## src/rtl/mem_arbiter.sv

```systemverilog
// Two-requester memory arbiter: fetch/data share one in-order memory port.
// Grants are combinational; a per-transaction source FIFO routes each response back.
module mem_arbiter #(
    parameter int MAX_OUTSTANDING = 2,
    parameter int STARVE_LIMIT    = 4
) (
    input  logic        clk,
    input  logic        rst,
    input  logic        i_req,
    input  logic [31:0] i_addr,
    output logic        i_gnt,
    output logic        i_rvalid,
    output logic [31:0] i_rdata,
    input  logic        d_req,
    input  logic [31:0] d_addr,
    input  logic [3:0]  d_we,
    input  logic [31:0] d_wdata,
    output logic        d_gnt,
    output logic        d_rvalid,
    output logic [31:0] d_rdata,
    output logic        m_req,
    output logic [31:0] m_addr,
    output logic [3:0]  m_we,
    output logic [31:0] m_wdata,
    input  logic        m_gnt,
    input  logic        m_rvalid,
    input  logic [31:0] m_rdata,
    output logic        err
);

    localparam int CW = $clog2(MAX_OUTSTANDING + 1);
    localparam int PW = (MAX_OUTSTANDING > 1) ? $clog2(MAX_OUTSTANDING) : 1;
    localparam int WW = $clog2(STARVE_LIMIT + 1);
    localparam logic [CW-1:0] COUNT_FULL = CW'(MAX_OUTSTANDING);
    localparam logic [PW-1:0] PTR_LAST   = PW'(MAX_OUTSTANDING - 1);
    localparam logic [WW-1:0] WAIT_MAX   = WW'(STARVE_LIMIT);

    logic [MAX_OUTSTANDING-1:0] fifo_r;
    logic [PW-1:0]              rd_ptr_r;
    logic [PW-1:0]              wr_ptr_r;
    logic [CW-1:0]              count_r;
    logic [WW-1:0]              wait_cnt_r;
    logic                       lock_valid_r;
    logic                       lock_sel_r;
    logic                       err_r;

    logic full_s;
    logic empty_s;
    logic m_req_s;
    logic sel_i_s;
    logic accept_s;
    logic pop_s;
    logic head_s;

    // Circular pointer advance; depth need not be a power of two.
    function automatic logic [PW-1:0] ptr_next(input logic [PW-1:0] ptr);
        if (ptr == PTR_LAST) begin
            return {PW{1'b0}};
        end else begin
            return ptr + PW'(1);
        end
    endfunction

    // Arbitration: stalled selection is locked, then starvation override, then data priority.
    always_comb begin
        full_s   = (count_r == COUNT_FULL);
        empty_s  = (count_r == {CW{1'b0}});
        m_req_s  = (i_req | d_req) & ~full_s & ~rst;
        if (lock_valid_r) begin
            sel_i_s = lock_sel_r;
        end else if ((wait_cnt_r == WAIT_MAX) && i_req) begin
            sel_i_s = 1'b1;
        end else if (d_req) begin
            sel_i_s = 1'b0;
        end else begin
            sel_i_s = 1'b1;
        end
        accept_s = m_req_s & m_gnt;
        head_s   = fifo_r[rd_ptr_r];
        pop_s    = m_rvalid & ~empty_s & ~rst;
    end

    // Memory-side mux, grants and response routing.
    always_comb begin
        m_req = m_req_s;
        if (sel_i_s) begin
            m_addr  = i_addr;
            m_we    = 4'b0000;
            m_wdata = 32'h0000_0000;
        end else begin
            m_addr  = d_addr;
            m_we    = d_we;
            m_wdata = d_wdata;
        end
        i_gnt    = accept_s & sel_i_s;
        d_gnt    = accept_s & ~sel_i_s;
        i_rvalid = pop_s & head_s;
        d_rvalid = pop_s & ~head_s;
        i_rdata  = m_rdata;
        d_rdata  = m_rdata;
        err      = err_r;
    end

    // Selection lock, fetch starvation counter and sticky error flag.
    always_ff @(posedge clk) begin
        if (rst) begin
            lock_valid_r <= 1'b0;
            lock_sel_r   <= 1'b0;
            wait_cnt_r   <= {WW{1'b0}};
            err_r        <= 1'b0;
        end else begin
            lock_valid_r <= m_req_s & ~m_gnt;
            lock_sel_r   <= sel_i_s;
            if (~i_req | (accept_s & sel_i_s)) begin
                wait_cnt_r <= {WW{1'b0}};
            end else if (accept_s && (wait_cnt_r != WAIT_MAX)) begin
                wait_cnt_r <= wait_cnt_r + WW'(1);
            end else begin
                wait_cnt_r <= wait_cnt_r;
            end
            if (m_rvalid & empty_s) begin
                err_r <= 1'b1;
            end else begin
                err_r <= err_r;
            end
        end
    end

    // Source FIFO: one bit per accepted transaction, 1 = fetch.
    always_ff @(posedge clk) begin
        if (rst) begin
            fifo_r   <= {MAX_OUTSTANDING{1'b0}};
            rd_ptr_r <= {PW{1'b0}};
            wr_ptr_r <= {PW{1'b0}};
            count_r  <= {CW{1'b0}};
        end else begin
            if (accept_s) begin
                fifo_r[wr_ptr_r] <= sel_i_s;
                wr_ptr_r         <= ptr_next(wr_ptr_r);
            end
            if (pop_s) begin
                rd_ptr_r <= ptr_next(rd_ptr_r);
            end
            case ({accept_s, pop_s})
                2'b10:   count_r <= count_r + CW'(1);
                2'b01:   count_r <= count_r - CW'(1);
                default: count_r <= count_r;
            endcase
        end
    end

endmodule

```

## config.mk

```make
export PLATFORM = sky130hd
export DESIGN_NAME = mem_arbiter
export DESIGN_NICKNAME = d
export VERILOG_FILES = /design/src/rtl/mem_arbiter.sv
export SDC_FILE = /design/constraint.sdc
export NUM_CORES = 1
export LEC_CHECK = 0
export CORE_AREA = 5 5 104 106
export DETAILED_ROUTE_END_ITERATION = 8
export DIE_AREA = 0 0 109 111
export HOLD_SLACK_MARGIN = 0.03
export PLACE_DENSITY = 0.73
export SLEW_MARGIN = 25
export SYNTH_ARGS = -nofsm -noshare
export SYNTH_HDL_FRONTEND = slang
export SYNTH_SLANG_ARGS = --single-unit
```

## constraint.sdc

```tcl
create_clock -name clk -period 2.7 [get_ports clk]
set_input_delay 0.54 -clock clk [delete_from_list [all_inputs] [get_ports clk]]
set_output_delay 0.54 -clock clk [all_outputs]
set_load 0.02 [all_outputs]
```

==> key figures <==
Run status
  • Result of the run: finished, final reports clean

Min path
  • Hold Path Class: reg -> reg
  • Hold Crit Depth: 2

Placement
  • Post-DP HPWL: 6640 um
  • Quantity of I/O buffers inserted on ports: 179
  • Worst slack, placed: -0.384 ns
  • GP Congestion: 0.823
  • Dpl cells: 461

Final layout
  • Area grow syn2layout: 86.9%
  • Most frequent cells in the layout: 106 x clkdlybuf4s50_1, 44 x dlygate4sd2_1, 37 x and2_1
  • Final net count: 483
  • Post-Layout Cell Count: 474
  • Core Util, Final: 35.5%
  • # fillers: 1013
  • # diodes: 0
  • Most common cell after layout, fill and taps aside: clkdlybuf4s50_1
  • Share of cells above drive strength 1: 26.1%

Synthesis
  • Synth Register Bits: 12
  • Post-Syn Area: 1840 sq um
  • Yosys cell types: 34
  • Synth warn: 0
  • Register area share after synthesis: 13.1%
  • Syn Inst Count: 214
  • Syn Nets: 355
  • Mapped Avg Cell Area: 8.60 sq um

GRT
  • Grt total ovfl: 0
  • Pin count of the biggest net entering global routing: 42
  • Initial antenna violation count: 0
  • GRT Total Usage: 12.3%
  • Global-route wire length before repair: 11600 um
  • Vias in the first global route: 2133

Worst setup path
  • CP max-delay cell: dfxtp_1
  • WP buf/inv: 4
  • Crit path required time: 2.16 ns
  • CP Launch Point: wait_cnt_r[0]
  • WP data arrival: 2.08 ns
  • CP startpoint kind: register
  • Family with the most delay on the worst path: buffers and inverters
  • Critical-path cell list: inv_1 > ha_2 > and3_4 > o21a_4 > buf_4 > bufbuf_16 > mux2_4 > buf_2
  • Critical Path Stages: 8
  • CP Class: reg -> out
  • Crit path max fanout: 9
  • Reg-to-reg startpoint: count_r[0]
  • Depth of the worst register-to-register path: 7
  • FF-to-FF End: count_r[1]
  • Critical Path End Type: output pin
  • End point of the critical path: m_addr[27]
  • Reg2Reg Setup Slack: 0.85 ns
  • Worst path max stage delay: 0.33 ns

Timing
  • Hold_ws: 0.474 ns
  • Setup violations, final: 0
  • Slew of the pin with the lowest slew margin: 0.370 ns
  • Min Tclk post-route: 2.62 ns
  • Max frequency: 0.382 GHz
  • Final worst slack: 0.0816 ns
  • Fin. Hold Viols: 0
  • RSZ-0062 raised after global routing: no
  • Slew Limit Fails: 0
  • Clk_skew: 0.00422 ns
  • Final Cycle Share: 97.0%
  • Slew headroom: 75.0%

CTS
  • Worst-path clk slew: 0.05 ns
  • Clock sinks: 12
  • Clock Latency Late Sink: 0.25 ns
  • Root Buffer: clkbuf_8
  • H-tree Lvls: 1
  • Total CTS buffers: 3
  • Max Root-Sink Buffers: 2
  • Hold buffers post-CTS: 0
  • CTS tree: built

Floorplan
  • Starting Density: 19.0%
  • DIE HEIGHT: 111 um
  • Top-Level Pins: 276
  • Die width: 109 um
  • Row count: 36
  • Core Region: 9680 sq um
  • Die area: 12100 sq um

Detailed routing
  • Via density: 4.05
  • DRC viols: 0
  • Routed Antenna Nets: 0
  • Final WL: 8000 um
  • Detailed router's first-iteration violation count: 37
  • DR WL/cell: 16.9 um
  • DR pass1 iterations: 4
  • Via count: 1922

Power
  • Cell Pwr Density: 312 nW/um^2
  • Static Leak: 1.57 nW
  • VDD IR max: 0.000136 V

Flow run
  • Max Cap Violations: 0
per-stage QoR:
| stage | total power, mW | TNS (ns) | instance area, sq um |
|---|---|---|---|
| 6_report | 1.07 | 0 | 3440 |
| 5_1_grt | 1.13 | 0 | 3440 |
| 4_1_cts | 1.09 | 0 | 3420 |
| 3_5_place_dp | 0.893 | -20.17 | 3360 |
| 3_3_place_gp | 0.888 | -19.52 | 3360 |
| 2_1_floorplan | 0.657 | 0 | 1840 |
cell type report:
cell class / instances / area (sq um) / share of cell area (%)
Clock buffer: 4 / 55.1 / 1.60
Inverter: 4 / 16.3 / 0.473
Multi-Input combinational cell: 124 / 1040 / 30.4
Sequential cell: 12 / 241 / 7.02
Tap cell: 133 / 166 / 4.84
Timing Repair Buffer: 197 / 1920 / 55.7
worst min path at each step:
stage	startpoint	to	slack (ns)
6_report	err	err	0.47
3_5_place_dp	fifo_r[0]	fifo_r[0]	0.47
2_1_floorplan	fifo_r[0]	fifo_r[0]	0.45
4_1_cts	fifo_r[0]	fifo_r[0]	0.48
5_1_grt	fifo_r[0]	fifo_r[0]	0.50
3_3_place_gp	err	err	0.45
cells in the mapped netlist:
cell type | count | area (sq um)
nand3_1 | 2 | 10.0
o21ba_2 | 1 | 10.0
buf_2 | 1 | 5.00
buf_6 | 4 | 45.0
and3_4 | 1 | 11.3
nand3b_1 | 1 | 7.51
or3_1 | 1 | 6.26
xor2_1 | 2 | 17.5
xnor2_1 | 2 | 17.5
nand4_1 | 1 | 6.26
nand2b_1 | 4 | 25.0
ha_1 | 3 | 37.5
mux2i_1 | 1 | 10.0
nand2_1 | 1 | 3.75
o21ai_2 | 1 | 8.76
or3b_1 | 1 | 8.76
clkinv_2 | 1 | 5.00
nor2_1 | 11 | 41.3
nor4_1 | 1 | 6.26
o21ai_0 | 5 | 25.0
mux2_2 | 5 | 56.3
nor2b_1 | 1 | 6.26
buf_4 | 64 | 480
inv_1 | 3 | 11.3
dfxtp_1 | 12 | 240
mux2_4 | 27 | 405
a21oi_1 | 8 | 40.0
clkbuf_1 | 5 | 18.8
and3_1 | 1 | 6.26
a211oi_1 | 1 | 7.51
o21a_1 | 1 | 7.51
a31oi_1 | 1 | 6.26
nor3_1 | 3 | 15.0
and2_1 | 37 | 231
metal layers:
metal | GRT usage, % | part of all wire, % | vias up
li1 | - | - | 892
met1 | 11.7 | 33 | 846
met2 | 22.9 | 49 | 165
met3 | 5.82 | 16 | 19
met4 | 3.62 | 1.9 | 0
met5 | 0 | 0 | -
sequential cells by signal, indices dropped and copies added, names as in the netlist:
register / count
rd_ptr_r: 1
lock_sel_r: 1
count_r: 2
err: 1
lock_valid_r: 1
wr_ptr_r: 1
wait_cnt_r: 3
fifo_r: 2
kinds of logic after synthesis:
family | count (synthesis) | synth area share (%)
compound gates | 18 | 5.71
xor+xnor | 4 | 1.90
fa+ha+maj | 3 | 2.04
buf+inv | 78 | 30.7
flops | 12 | 13.1
mux | 33 | 25.6
simple gates | 66 | 20.9
report_power, final:
part / switching [mW] / internal (mW)
Combinational: 0.283 / 0.393
Sequential: 0.0101 / 0.189
Clock: 0.0681 / 0.129
what timing repair did:
item,4_1_cts,5_1_grt
setup endpoints to repair,68,10
pin swaps,1,1
setup buffers,4,2
gates resized for setup,159,1
gates cloned,3,0
worst reg2reg max path, delay by kind of cell (launching register included):
kind	cells	cell delay, ns
compound gates	1	0.14
simple gates	3	0.67
fa+ha+maj	1	0.31
flops	1	0.43
buf+inv	2	0.24
No activity file was read; power rests on OpenSTA's default activity.
